### src/rtl/vit_pkg.sv
// vit_pkg: shared state encoding and parameter defaults for the Viterbi decoder control path.
package vit_pkg;
    localparam int TB_LEN_DEF = 16;
    localparam int ADDR_W_DEF = 6;
    typedef enum logic [1:0] {IDLE, RUN, FLUSH, DRAIN} vit_state_e;
endpackage

### src/rtl/vit_ring_ptr.sv
// vit_ring_ptr: modulo-2**W write pointer with synchronous clear.
module vit_ring_ptr #(
    parameter int W = 6
) (
    input  logic         clk,
    input  logic         inc,
    input  logic         clr,
    output logic [W-1:0] ptr
);
    always_ff @(posedge clk)
        if (clr) ptr <= '0;
        else if (inc) ptr <= ptr + 1'b1;
endmodule

### src/rtl/vit_ctrl.sv
// vit_ctrl: Viterbi decoder sequencer driving branch metrics, ACS, survivor writes and traceback.
// Optional VIT_CTRL_STATS_EN adds sym_count/tb_count statistics outputs.
module vit_ctrl
    import vit_pkg::*;
#(
    parameter int TB_LEN = TB_LEN_DEF,
    parameter int ADDR_W = ADDR_W_DEF
) (
    input  logic                          clk,
    input  logic                          rst,
    input  logic                          in_valid,
    input  logic                          in_last,
    input  logic [1:0]                    rx_pair,
    output logic                          in_ready,
    output logic [1:0]                    bmc_rx_pair,
    output logic                          acs_en,
    output logic                          pm_init,
    output logic                          sm_wr_en,
    output logic [ADDR_W-1:0]             sm_wr_addr,
    output logic                          tb_start,
    output logic                          tb_flush,
    output logic [ADDR_W-1:0]             tb_addr,
    output logic [$clog2(TB_LEN+1)-1:0]   tb_depth,
    input  logic                          tb_busy,
    output logic                          frame_done
`ifdef VIT_CTRL_STATS_EN
    ,
    output logic [15:0]                   sym_count,
    output logic [15:0]                   tb_count
`endif
);
    localparam int DW = $clog2(TB_LEN + 1);

    vit_state_e        r_state;
    logic [DW-1:0]     r_cnt;
    logic [DW-1:0]     w_cnt_nxt;
    logic [ADDR_W-1:0] w_wr_ptr;
    logic              w_acc;
    logic              w_tb_run;
    logic              w_tb_fl;
    logic              w_done;

    assign in_ready  = (r_state == IDLE || r_state == RUN) && !tb_busy && !tb_start;
    assign w_acc     = in_valid && in_ready;
    assign w_cnt_nxt = (r_cnt == DW'(TB_LEN)) ? r_cnt : r_cnt + 1'b1;
    assign w_tb_run  = w_acc && !in_last && r_state == RUN && w_cnt_nxt == DW'(TB_LEN);
    // tb_busy lags tb_start by a cycle, so a live tb_start also blocks the flush launch
    assign w_tb_fl   = r_state == FLUSH && !tb_busy && !tb_start;
    assign w_done    = r_state == DRAIN && !tb_start && !tb_busy;

    vit_ring_ptr #(.W(ADDR_W)) u_ptr (
        .clk (clk),
        .inc (w_acc),
        .clr (rst),
        .ptr (w_wr_ptr)
    );

    always_ff @(posedge clk) begin
        if (rst) begin
            r_state     <= IDLE;
            r_cnt       <= '0;
            bmc_rx_pair <= '0;
            acs_en      <= 1'b0;
            pm_init     <= 1'b0;
            sm_wr_en    <= 1'b0;
            sm_wr_addr  <= '0;
            tb_start    <= 1'b0;
            tb_flush    <= 1'b0;
            tb_addr     <= '0;
            tb_depth    <= '0;
            frame_done  <= 1'b0;
        end else begin
            acs_en     <= w_acc;
            sm_wr_en   <= w_acc;
            pm_init    <= w_acc && r_state == IDLE;
            tb_start   <= w_tb_run || w_tb_fl;
            tb_flush   <= w_tb_fl;
            frame_done <= w_done;
            if (w_acc) begin
                bmc_rx_pair <= rx_pair;
                sm_wr_addr  <= w_wr_ptr;
                r_cnt       <= w_cnt_nxt;
            end else if (w_done) begin
                r_cnt <= '0;
            end
            if (w_tb_run) begin
                tb_addr  <= w_wr_ptr;
                tb_depth <= DW'(TB_LEN);
            end else if (w_tb_fl) begin
                tb_addr  <= sm_wr_addr;
                tb_depth <= r_cnt;
            end
            if (w_acc) r_state <= in_last ? FLUSH : RUN;
            else if (w_tb_fl) r_state <= DRAIN;
            else if (w_done) r_state <= IDLE;
        end
    end

`ifdef VIT_CTRL_STATS_EN
    always_ff @(posedge clk) begin
        if (rst) begin
            sym_count <= '0;
            tb_count  <= '0;
        end else begin
            if (w_acc) sym_count <= (r_state == IDLE) ? 16'd1 : (sym_count == 16'hFFFF) ? sym_count : sym_count + 1'b1;
            if (w_tb_run || w_tb_fl) tb_count <= tb_count + 1'b1;
        end
    end
`endif
endmodule

### config.mk
export PLATFORM = sky130hd
export DESIGN_NAME = vit_ctrl
export DESIGN_NICKNAME = d
export VERILOG_FILES = /design/src/rtl/vit_pkg.sv /design/src/rtl/vit_ring_ptr.sv /design/src/rtl/vit_ctrl.sv
export SDC_FILE = /design/constraint.sdc
export NUM_CORES = 1
export LEC_CHECK = 0
export CAP_MARGIN = 20
export CORE_MARGIN = 10
export CORE_UTILIZATION = 55
export CTS_CLUSTER_SIZE = 28
export DETAILED_ROUTE_END_ITERATION = 16
export PLACE_DENSITY = 0.89
export REMOVE_ABC_BUFFERS = 1
export SLEW_MARGIN = 30
export SYNTH_ARGS = -nofsm -noshare
export SYNTH_HDL_FRONTEND = slang
export SYNTH_SLANG_ARGS = --single-unit
### constraint.sdc
create_clock -name clk -period 3.9 [get_ports clk]
set_input_delay 1.17 -clock clk [delete_from_list [all_inputs] [get_ports clk]]
set_output_delay 1.17 -clock clk [all_outputs]
set_load 0.05 [all_outputs]
## Word-level counts from Yosys, hierarchy flattened

Index checks and enable logic that the tools add are counted.

- Eq/ne operators: 5
- Add/subtract/negate cells: 2
- Multiplexer cells: 11
- Reduce and logical (&&, ||, !) cells: 21

Operators with widths:

| operator | number |
|---|---|
| 2-to-1 mux 5 bit | 5 |
| 2-to-1 mux 6 bit | 2 |
| logical AND 1 bit | 11 |
| == test 5 bit (second input constant) | 2 |
| 2-to-1 mux 2 bit | 4 |
| adder 6 x 1 -> 6 bit (second input constant) | 1 |
| adder 5 x 1 -> 5 bit (second input constant) | 1 |
| == test 2 bit (second input constant) | 2 |
| nonzero test 2 bit | 2 |
| zero test 1 bit | 3 |
| nonzero test 3 bit | 1 |
| == test 2 x 1 -> 1 bit (second input constant) | 1 |
| zero test 2 bit | 1 |
| logical OR 1 bit | 2 |
| OR reduction 2 bit | 1 |

- Input bits: 7
- Bits in registers: 37
- Output and inout bits: 26
- Word-level logic and storage cells: 52

## Logic depth before layout (Yosys ltp)

Gate-level depths: netlist of the first run.

- Depth in word-level cells: 9
- Depth in mapped cells: 9
- Mapped depth without buffers: 6

## By module

From an unflattened synthesis of the first run, not the netlist that was laid out.

- Cells, all modules: 168
- Area, all modules: 1625.3 um2

Modules (own cells, without submodules):

| module | cells an instance | sequential area each (um2) | instances | area each (um2) |
|---|---|---|---|---|
| vit_ctrl | 144 | 620.6 | 1 | 1386.3 |
| vit_ring_ptr | 24 | 120.1 | 1 | 239.0 |

## Worst setup path after synthesis of the first run

OpenSTA, ideal clock, no wires.

- Kind: input port to output port
- Start point: in tb_busy
- End point: out in_ready
- Data arrival time: 2.246 ns
- Setup slack: 0.484 ns
- Path buffers: 0
- Data required time: 2.730 ns
- Stages: 1
- Cell sequence: nor3_1

- Longest elaborated chain between the ends: 3

Ends and longest elaborated chain:

| element | RTL line | text |
|---|---|---|
| start, declared | vit_ctrl.sv:24 | `input logic tb_busy,` |
| zero test 1 bit | vit_ctrl.sv:43 | `assign in_ready = (r_state == IDLE \|\| r_state == RUN) && !tb_busy && !tb_start;` |
| logical AND 1 bit (2 in series) | vit_ctrl.sv:43 |  |
| end, declared | vit_ctrl.sv:14 | `output logic in_ready,` |

No other way between the ends.

## Worst setup path after layout of the first run

Same ends and word-level chain as after synthesis.

==> impl_metrics.toml, run 1 <==
[timing]
rsz0062_at_grt = "false"
finalCritPeriodShare = 0.873
maxSlewHeadroom = 0.535
setup_viol = 0
drv_slew = 0
worst_pin_slew_ps = 688
tns_ps = 0
hold_viol = 0
clock_skew_ps = 5.67
layout_min_cycle_time_ps = 3410
final.setup.worst_slack_ps = 494
max_freq_mhz = 294

[power]
vdd_ir_drop_max_uv = 214
p_per_area_nw_per_um2 = 328
leakagePower_nw = 0.772
total_power_w = 0.000698

[global_route]
grt_antenna_before_repair = 0
grt_start_max_net_pins = 24
grt_pass1_vias = 1324
grt_pass1_wl_mm = 6.02
grtUsageTotal = 0.136
gr-total-overflow = 0

[logic_synthesis]
synthCells = 183
yosysSeqAreaShare = 0.433
ys.flop_type = "dfxtp_1"
synth_top_area_cell = "dfxtp_1"
yosys.cell_count.top_type = "dfxtp_1"
syn_area_um2 = 1710
synth_top_area_share = 0.433
synth_commonest_cells = "dfxtp_1, nand2_1, nor2_1"
async_flop_share = 0
ys_types = 42
synth.ff_latch_count = 37
ys_warn_count = 0
synth-edff-count = 0
synthTopCellsByArea = "dfxtp_1, mux2i_1, nand2_1, a21oi_1, nor2_1"
synth_area_per_cell_um2 = 9.35

[cts]
cts_made_buffers = 5
cts_sinks = 37
cts_tree = "done"
cts_hold_buffers = 0
clk_latency_ps = 340
clockBufferDepth = 2
htreeDepth = 2
cts-resized-gates = 0
cts_setup_buffers = 0
cts.root.buffer_cell = "clkbuf_4"
clkTransAtPathRegs_ps = 100

[worst_setup_path]
start_kind = "input pin"
worst_ep_arrival_time_ps = 2240
cp_slowest_cell = "clkdlybuf4s50_1"
critPathRequiredTime_ps = 2730
max_stage_delay_ps = 510
r2r-end = "tb_addr[0]"
critPathBufInv = 2
crit_type = "in2out"
crit_family = "buffers and inverters"
cp-end-kind = "output port"
reg2reg_from = "r_cnt[0]"
r2r_slack_ps = 1450
crit_chain = "clkdlybuf4s50_1 > nor3_1 > buf_12"
cp_max_fo = 5
rr_worst_depth = 7

[cells_and_area]
n_antenna_cell = 0
area_growth_pct = 24.3
nNetsFinal = 221
final_layout_size_suffix_gt1_frac = 0.104
fill_cells = 238
fin_cells = 256

[flow_run]
drv_cap = 0

[floorplanning]
dieWidth_um = 75.8
io_pins = 33
rows = 20
core-area_um2 = 3030
die_area_um2 = 5740
initial_core_util = 0.565
die_h_um = 75.8

[routing]
routed_via_density = 5.33
routed_wirelength_mm = 3.72
antenna_left = 0
vias = 1365
wl_per_cell_um = 14.5
drc_errors = 0
first_pass_iters = 4
drtIter0Drc = 79

[worst_hold_path]
hold_path_end = "bmc_rx_pair[0]"
min_path_cells = 2
min-delay-start = "bmc_rx_pair[0]"
hp-class = "reg2reg"

[status]
status = "finished, final reports clean"

[placed_design]
portBuffers = 32
dpl_worst_slack_ps = 474
post-place-cells = 248
gp_congestion = 0.839
hpwl_mm = 2.72
==> tightest hold or removal path, cell delays in order, from the launching register on <==
cell     delay, ps
dfxtp_1        320
nand2_1         50
a21oi_1         50
==> cell type report <==
| class | count | area (um2) | share of cell area |
|---|---|---|---|
| tap | 44 | 55.1 | 0.0259 |
| clock buffer | 7 | 65.1 | 0.0306 |
| sequential | 37 | 741 | 0.348 |
| multi-input combinational | 126 | 880 | 0.413 |
| inverter | 4 | 15.0 | 0.00705 |
| clock inverter | 1 | 5.00 | 0.00235 |
| timing repair buffer | 37 | 368 | 0.173 |
==> how the worst max path moves through the flow <==
stage | start | end | slack (ps) | cells after the start
after global placement | tb_busy | in_ready | 510 | 3
after global routing | tb_busy | in_ready | 450 | 3
after detailed placement | tb_busy | in_ready | 470 | 3
after CTS | tb_busy | in_ready | 480 | 3
final | tb_busy | in_ready | 490 | 3
after floorplan | tb_busy | in_ready | 480 | 1
==> state kept, by name, indices dropped and copies added, names as in the netlist <==
name and flops:
bmc_rx_pair 2, frame_done 1, pm_init 1, r_cnt 5, r_state 2, sm_wr_addr 6, sm_wr_en 1, tb_addr 6
tb_depth 5, tb_flush 1, tb_start 1, u_ptr.ptr 6
==> routing by layer <==
layer  vias up  wire [um]  global-route usage
li1        683          -                   -
met1       643       1500               0.143
met2        33       1970               0.240
met3         6        205              0.0469
met4         0         42              0.0577
met5         -          0                   0
==> metrics by stage <==
stage	hold slack, ps	instance area (um2)	util
finish	459	2130	0.703
floorplan	446	1630	-
global placement	445	2050	0.678
CTS	462	2120	0.701
global route	480	2130	0.703
detailed placement	447	2050	0.678
==> power breakdown <==
part           internal (W)  switching [W]  total (W)
logic             0.0000313      0.0000451  0.0000763
clock network      0.000105       0.000123   0.000228
registers          0.000384     0.00000940   0.000394
total              0.000520       0.000178   0.000698
==> placed cells by master (no fill, tap or decap), types with 3 or more instances in the layout <==
cell type,instances
ha_1,3
mux2i_1,11
nand4_1,3
mux2_1,4
nand2_1,23
clkdlybuf4s50_1,31
nor3_1,6
xnor2_1,5
buf_4,5
nand3_1,3
nor2_1,14
xor2_1,4
dfxtp_1,37
nor2b_1,8
a21oi_1,12
clkbuf_4,5
mux2_2,3
inv_1,4
==> logic make-up after synthesis <==
group,count (synthesis),synth area share
flip-flops,37,0.433
multiplexers,18,0.110
AND/OR/NAND/NOR,70,0.228
buffers and inverters,20,0.0570
AO/OA/AOI/OAI,26,0.104
XOR/XNOR,9,0.0460
adder cells (fa/ha/maj),3,0.0219
(Power assumes the default switching activity.)
==> run 2: changes to the inputs <==
- MAX_ROUTING_LAYER: unset -> met4
- REMOVE_ABC_BUFFERS: 1 -> unset
==> impl_metrics.toml, run 2 (same netlist as run 1, synthesis figures left out) <==
[placed_design]
portBuffers = 32
dpl_worst_slack_ps = 445
post-place-cells = 247
dpl_cell_area_um2 = 2040
gp_congestion = 0.778
hpwl_mm = 2.78

[cells_and_area]
fin_cells = 255
finalInstanceArea_um2 = 2120
final_layout_size_suffix_gt1_frac = 0.0995
area_growth_pct = 23.9
final_common_cell = "dfxtp_1"
reg.largest.list = "sm_wr_addr (6), tb_addr (6), u_ptr.ptr (6)"
n_antenna_cell = 0
nNetsFinal = 220
layout_common_cells = "dfxtp_1, clkdlybuf4s50_1, nand2_1"

[worst_setup_path]
worst_ep_arrival_time_ps = 2280
rr_worst_depth = 7
cp_max_fo = 5
crit_type = "in2out"
reg2reg_from = "r_cnt[0]"
critPathRequiredTime_ps = 2730
critPathLaunch = "tb_busy"
max_stage_delay_ps = 520
r2r-end = "tb_addr[2]"
cp_slowest_cell = "clkdlybuf4s50_1"
cp-end-kind = "output port"
crit_chain = "clkdlybuf4s50_1 > nor3_1 > buf_12"
r2r_slack_ps = 1420
start_kind = "input pin"

[cts]
cts_hold_buffers = 0
clockBufferDepth = 2
cts_made_buffers = 5
clkTransAtPathRegs_ps = 110
cts_tree = "done"
cts.root.buffer_cell = "clkbuf_4"
clk_latency_ps = 350
cts-resized-gates = 0
htreeDepth = 2
cts_setup_buffers = 0
cts_sinks = 37

[timing]
hold_viol = 0
maxSlewHeadroom = 0.518
setup_viol = 0
worst_pin_slew_ps = 713
layout_min_cycle_time_ps = 3450
tns_ps = 0
max_freq_mhz = 290
finalCritPeriodShare = 0.885
drv_slew = 0
rsz0062_at_grt = "false"
final.setup.worst_slack_ps = 448
clock_skew_ps = 15.3

[routing]
routed_via_density = 5.32
routed-wl-met2_mm = 2.02
wl_per_cell_um = 14.9
routed_wirelength_mm = 3.80
drtIter0Drc = 144
wl_met1_mm = 1.54
highest_layer = "met4"
drc_errors = 0
vias = 1357
wl_met3_um = 172
antenna_left = 0
first_pass_iters = 4

[global_route]
grt_antenna_before_repair = 0
grt_pass1_vias = 1412
grt_start_max_net_pins = 32
gr-total-overflow = 0
grt_pass1_wl_mm = 6.46
grtUsageTotal = 0.151

[power]
p_sw_w = 0.000183
internal_power_w = 0.000520
vdd_ir_drop_max_uv = 241
p_comb_frac = 0.107
leakagePower_nw = 0.767
power_frac_clock = 0.333
seq_power_share = 0.560
p_per_area_nw_per_um2 = 331
power_switching_share = 0.261

[floorplanning]
die_h_um = 75.8
io_pins = 33
initial_core_util = 0.565
core-area_um2 = 3030
rows = 20
dieWidth_um = 75.8
die_area_um2 = 5740

[worst_hold_path]
min_path_cells = 2
hold_path_end = "bmc_rx_pair[0]"
min-delay-start = "bmc_rx_pair[0]"
hp-class = "reg2reg"

[logic_synthesis]
syn_nets = 193

[status]
status = "finished, final reports clean"

[flow_run]
drv_cap = 0
-- run 2: cell count changes in the layout (fill, tap and decap cells not counted), sizes merged --
cell	change
buf	-1
-- run 2: stage by stage --
| step | hold slack [ps] | power [W] | utilization |
|---|---|---|---|
| 3_3_place_gp | 445 | 0.000474 | 0.675 |
| 4_1_cts | 465 | 0.000707 | 0.698 |
| 5_1_grt | 497 | 0.000733 | 0.700 |
| 6_report | 464 | 0.000703 | 0.700 |
| 3_5_place_dp | 450 | 0.000477 | 0.675 |
| 2_1_floorplan | 452 | 0.000451 | - |
-- run 2: layout make-up --
class	instances	area [um2]
inverter	4	15.0
tap	44	55.1
sequential	37	741
clock inverter	1	5.00
multi-input combinational	126	880
timing repair buffer	36	360
clock buffer	7	65.1
fill	242	907
-- run 2: how the worst max path moves through the flow --
stage | endpoint | slack [ps] | depth (start not counted)
floorplan | in_ready | 480 | 1
global placement | in_ready | 520 | 3
detailed placement | in_ready | 440 | 3
CTS | in_ready | 450 | 3
global route | in_ready | 390 | 3
finish | in_ready | 450 | 3
-- run 2: power groups by stage --
stage | logic, W | registers (W) | clock network (W)
5_1_grt | 0.0000809 | 0.000395 | 0.000256
3_3_place_gp | 0.0000726 | 0.000401 | 0
6_report | 0.0000752 | 0.000394 | 0.000234
2_1_floorplan | 0.0000441 | 0.000407 | 0
4_1_cts | 0.0000752 | 0.000393 | 0.000238
3_5_place_dp | 0.0000748 | 0.000402 | 0
-- run 2: critical path, delay by kind of cell --
family,cells,cell delay [ps]
buf+inv,2,710
simple gates,1,400
-- run 2: per-layer routing --
metal  vias to the layer above  track usage
li1                        680            -
met1                       643        0.150
met2                        26        0.271
met3                         8       0.0456
met4                         0       0.0598
met5                         -            -
==> patch 1: new RTL, settings of run 1 <==
The option `VIT_CTRL_STATS_EN` is turned on by a define.
--- a/src/rtl/vit_ctrl.sv
+++ b/src/rtl/vit_ctrl.sv
@@ -1,5 +1,7 @@
 // vit_ctrl: Viterbi decoder sequencer driving branch metrics, ACS, survivor writes and traceback.
 // Optional VIT_CTRL_STATS_EN adds sym_count/tb_count statistics outputs.
+`define VIT_CTRL_STATS_EN
+
 module vit_ctrl
     import vit_pkg::*;
 #(
Check against the original RTL (old outputs only; new: sym_count and tb_count): equivalent (equiv_simple and equiv_induct, registers matched by name and starting in step).
==> patch 1 against run 1 <==
Combinational power is 36% higher; largest cell class unchanged; count of clock-buffer cells in the layout is 3 higher; critical path depth is 1 higher; sequential cell count grew 32; global-route usage up 3.5 points; wire length grew 130%; worst setup slack worse by 0.20 ns; non-clock buffer count grew 35; synthesized area increased by 95%; total power rose by 130%; cell area grew 100%.
==> patch 1: results (changes against run 1) <==
Setup path:
- The highest cell delay on the worst timing path was 0.53 ns (was 0.51 ns).
- The endpoint of the worst-slack reg-to-reg timing path is tb_count[10]$_SDFFE_PP0P_ (was tb_addr[0]$_SDFFE_PP0P_).
- The setup slack of the most critical reg-to-reg path is 1.28 ns (was 1.45 ns).

Status:
- Status: complete, no violations (unchanged).

Synthesis:
- The sequential-to-total area share from yosys stat was 41.4% (was 43.3%).
- The post-synthesis xor/xnor area fraction is 4.20% (was 4.61%).
- The adder and majority gate portion of the synthesized area was 1.88% (was 2.19%).
- The mean instance size in the synthesized netlist is 8.44 um^2 (was 9.35 um^2).
- The count of distinct cell types in the synthesized netlist came to 46 (was 42).
- Ranking of synthesized cells by area: dfxtp_1, nand2_1, nor2_1 (was dfxtp_1, mux2i_1, nand2_1).
- The mux contribution to synthesized area was 5.63% (was 11.0%).

Clocking:
- The library cell used as clock root buffer is clkbuf_8 (was clkbuf_4).
- The number of buffers created by CTS is 9 (was 5).

Placed design:
- The weighted congestion reported at the end of routability-driven placement is 0.804 (was 0.839).
- The placement-stage cell area was 0.00403 mm^2 (was 0.00205 mm^2).
- The number of cells after detailed placement is 518 (was 248).

Drt:
- The via total after detailed routing is 3081 (was 1365).
- The routed wire length on met2 is 4.27 mm (was 1.97 mm).
- The wire length on met3 is 518 um (was 205 um).
- The detailed-route vias per instance is 5.77 (was 5.33).

Global route:
- The number of global-route vias before repair came to 2926 (was 1324).
- The global-route total usage across every layer is 17.1% (was 13.6%).
- The met1 track utilization from global routing was 19.8% (was 14.3%).

Layout:
- The proportion of layout cells with a drive suffix above 1 is 10.5% (was 10.4%).
- The number of nets in the layout came to 466 (was 221).
- The number of fillers in the final layout is 428 (was 238).
- The area growth from synthesis to final layout is 29.0% (was 24.3%).

Timing:
- The transition time of the tightest slew-check pin is 0.786 ns (was 0.688 ns).
## patch 1: changes by cell type in the layout (fill, tap and decap cells not counted), moves of 9 or more
cell | run 1 | this run
dfxtp_1 | 37 | 69
nor2_1 | 14 | 54
o21ai_0 | 1 | 12
a211oi_1 | 0 | 12
a21oi_1 | 12 | 33
mux2_2 | 3 | 12
clkdlybuf4s50_1 | 31 | 62
nand2_1 | 23 | 58
nand3_1 | 3 | 13
## patch 1: power breakdown
| group | internal [mW] | leakage, nW | switching, mW | total [mW] |
|---|---|---|---|---|
| clock | 0.507 | 0.136 | 0.277 | 0.784 |
| combinational | 0.0370 | 0.762 | 0.0665 | 0.104 |
| sequential | 0.712 | 0.557 | 0.0127 | 0.725 |
| total | 1.26 | 1.46 | 0.357 | 1.61 |
## patch 1: area by class of cell
type / instances / share of cell area, %
well taps: 75 / 2.18
repair buffers: 72 / 16.4
inverters: 7 / 0.611
clock inverters: 6 / 3.11
multi-input cells: 295 / 42.4
clock buffers: 10 / 3.20
flip-flops and latches: 69 / 32.1
==> patch 2: new RTL, config.mk and constraints of run 1 <==
Without the edit above. Encoding of `vit_state_e`: now one-hot (4 bits for 4 states).
--- a/src/rtl/vit_pkg.sv
+++ b/src/rtl/vit_pkg.sv
@@ -2,6 +2,6 @@
 package vit_pkg;
     localparam int TB_LEN_DEF = 16;
     localparam int ADDR_W_DEF = 6;
-    typedef enum logic [1:0] {IDLE, RUN, FLUSH, DRAIN} vit_state_e;
+    typedef enum logic [3:0] {IDLE = 4'b0001, RUN = 4'b0010, FLUSH = 4'b0100, DRAIN = 4'b1000} vit_state_e;
 endpackage
 
Check against the original RTL: same outputs for any inputs over 10 cycles, from zero or initial values and one cycle with rst high; not proved beyond that.
==> patch 2 against run 1 <==
Wire length is 18% higher; non-clock buffer count stayed put; cell area is 5.5% higher; sequential cell count is 2 higher; total power is 8.5% higher; largest cell class unchanged; critical path type unchanged; worst setup slack worse by 0.079 ns; first-iteration DRC count is 76% higher; synthesized area is 6.3% higher.
==> patch 2: results (changes against run 1) <==
Global route:
- The wire length of the first global-routing pass came to 7.36 mm (was 6.02 mm).
- The global-route total usage across every layer is 14.5% (was 13.6%).
- The number of global-route vias before repair is 1608 (was 1324).

Placed design:
- The HPWL after detailed placement is 3.01 mm (was 2.72 mm).
- The weighted congestion reported at the end of routability-driven placement is 0.870 (was 0.839).

Synthesis:
- The count of distinct cell types in the synthesized netlist is 45 (was 42).
- The sequential-to-total area share from yosys stat is 42.9% (was 43.3%).
- The adder and majority gate portion of the synthesized area is 2.06% (was 2.19%).
- The post-synthesis compound-gate area fraction is 14.3% (was 10.4%).
- The mux contribution to synthesized area is 6.33% (was 11.0%).
- Ranking of synthesized cells by area: dfxtp_1, a21oi_1, nand2_1 (was dfxtp_1, mux2i_1, nand2_1).
- The post-synthesis xor/xnor area fraction is 1.93% (was 4.61%).

Setup path:
- The highest fanout seen on the critical path is 4 (was 5).
- The endpoint of the worst-slack reg-to-reg timing path is tb_addr[1]$_SDFFE_PP0P_ (was tb_addr[0]$_SDFFE_PP0P_).
- The depth of the worst register-to-register path is 6 (was 7).
- The highest cell delay on the worst timing path is 0.48 ns (was 0.51 ns).

Power and ir drop:
- The maximum VDD drop is 0.229 mV (was 0.214 mV).
- The cell-internal power came to 553 uW (was 520 uW).
- The static power due to leakage is 0.767 nW (was 0.772 nW).
- The fraction of power consumed by combinational cells is 13.8% (was 10.9%).
- The power spent charging and discharging nets is 204 uW (was 178 uW).

Worst hold path:
- The startpoint of the lowest-slack hold path is bmc_rx_pair[1]$_SDFFE_PP0P_ (was bmc_rx_pair[0]$_SDFFE_PP0P_).
- The endpoint of the worst hold path is bmc_rx_pair[1]$_SDFFE_PP0P_ (was bmc_rx_pair[0]$_SDFFE_PP0P_).

Layout:
- The number of nets in the layout is 248 (was 221).
- The number of fillers in the final layout is 265 (was 238).
- The proportion of layout cells with a drive suffix above 1 is 10.5% (was 10.4%).

Timing:
- The worst clock skew on the final layout came to 0.00855 ns (was 0.00567 ns).
- The transition time of the tightest slew-check pin is 0.706 ns (was 0.688 ns).
- The worst hold margin was 0.473 ns (was 0.459 ns).

Drt:
- The length of routed wiring on met1 is 1.86 mm (was 1.50 mm).
- The routed wire length on met2 is 2.20 mm (was 1.97 mm).
- The wire length on met3 came to 259 um (was 205 um).

Status:
- Status: complete, no violations (unchanged).
-- patch 2: cell count changes after synthesis, moves of 4 or more --
| cell | change |
|---|---|
| a21oi_1 | +12 |
| mux2_1 | -4 |
| mux2i_1 | -4 |
| nand2_1 | +5 |
| nand3_1 | +8 |
| nor2_1 | -7 |
| o21ai_0 | +6 |
-- patch 2: layout make-up --
| type | instances | area share, % |
|---|---|---|
| flip-flops and latches | 39 | 34.8 |
| multi-input cells | 153 | 43.0 |
| inverters | 2 | 0.334 |
| clock buffers | 8 | 3.07 |
| repair buffers | 37 | 16.4 |
| well taps | 44 | 2.45 |
-- patch 2: metrics by stage --
step	std cells	instance area (um^2)	worst slack, ns
after floorplan	194	1750	0.758
after detailed placement	275	2180	0.425
after global placement	275	2180	0.453
after CTS	283	2240	0.419
after global routing	283	2240	0.365
final	283	2240	0.415
-- patch 2: metal layers --
metal / track usage (%) / up-vias
met5: 0 / -
met4: 5.84 / 0
met3: 5.53 / 7
met2: 24.6 / 41
met1: 16.0 / 775
li1: - / 798
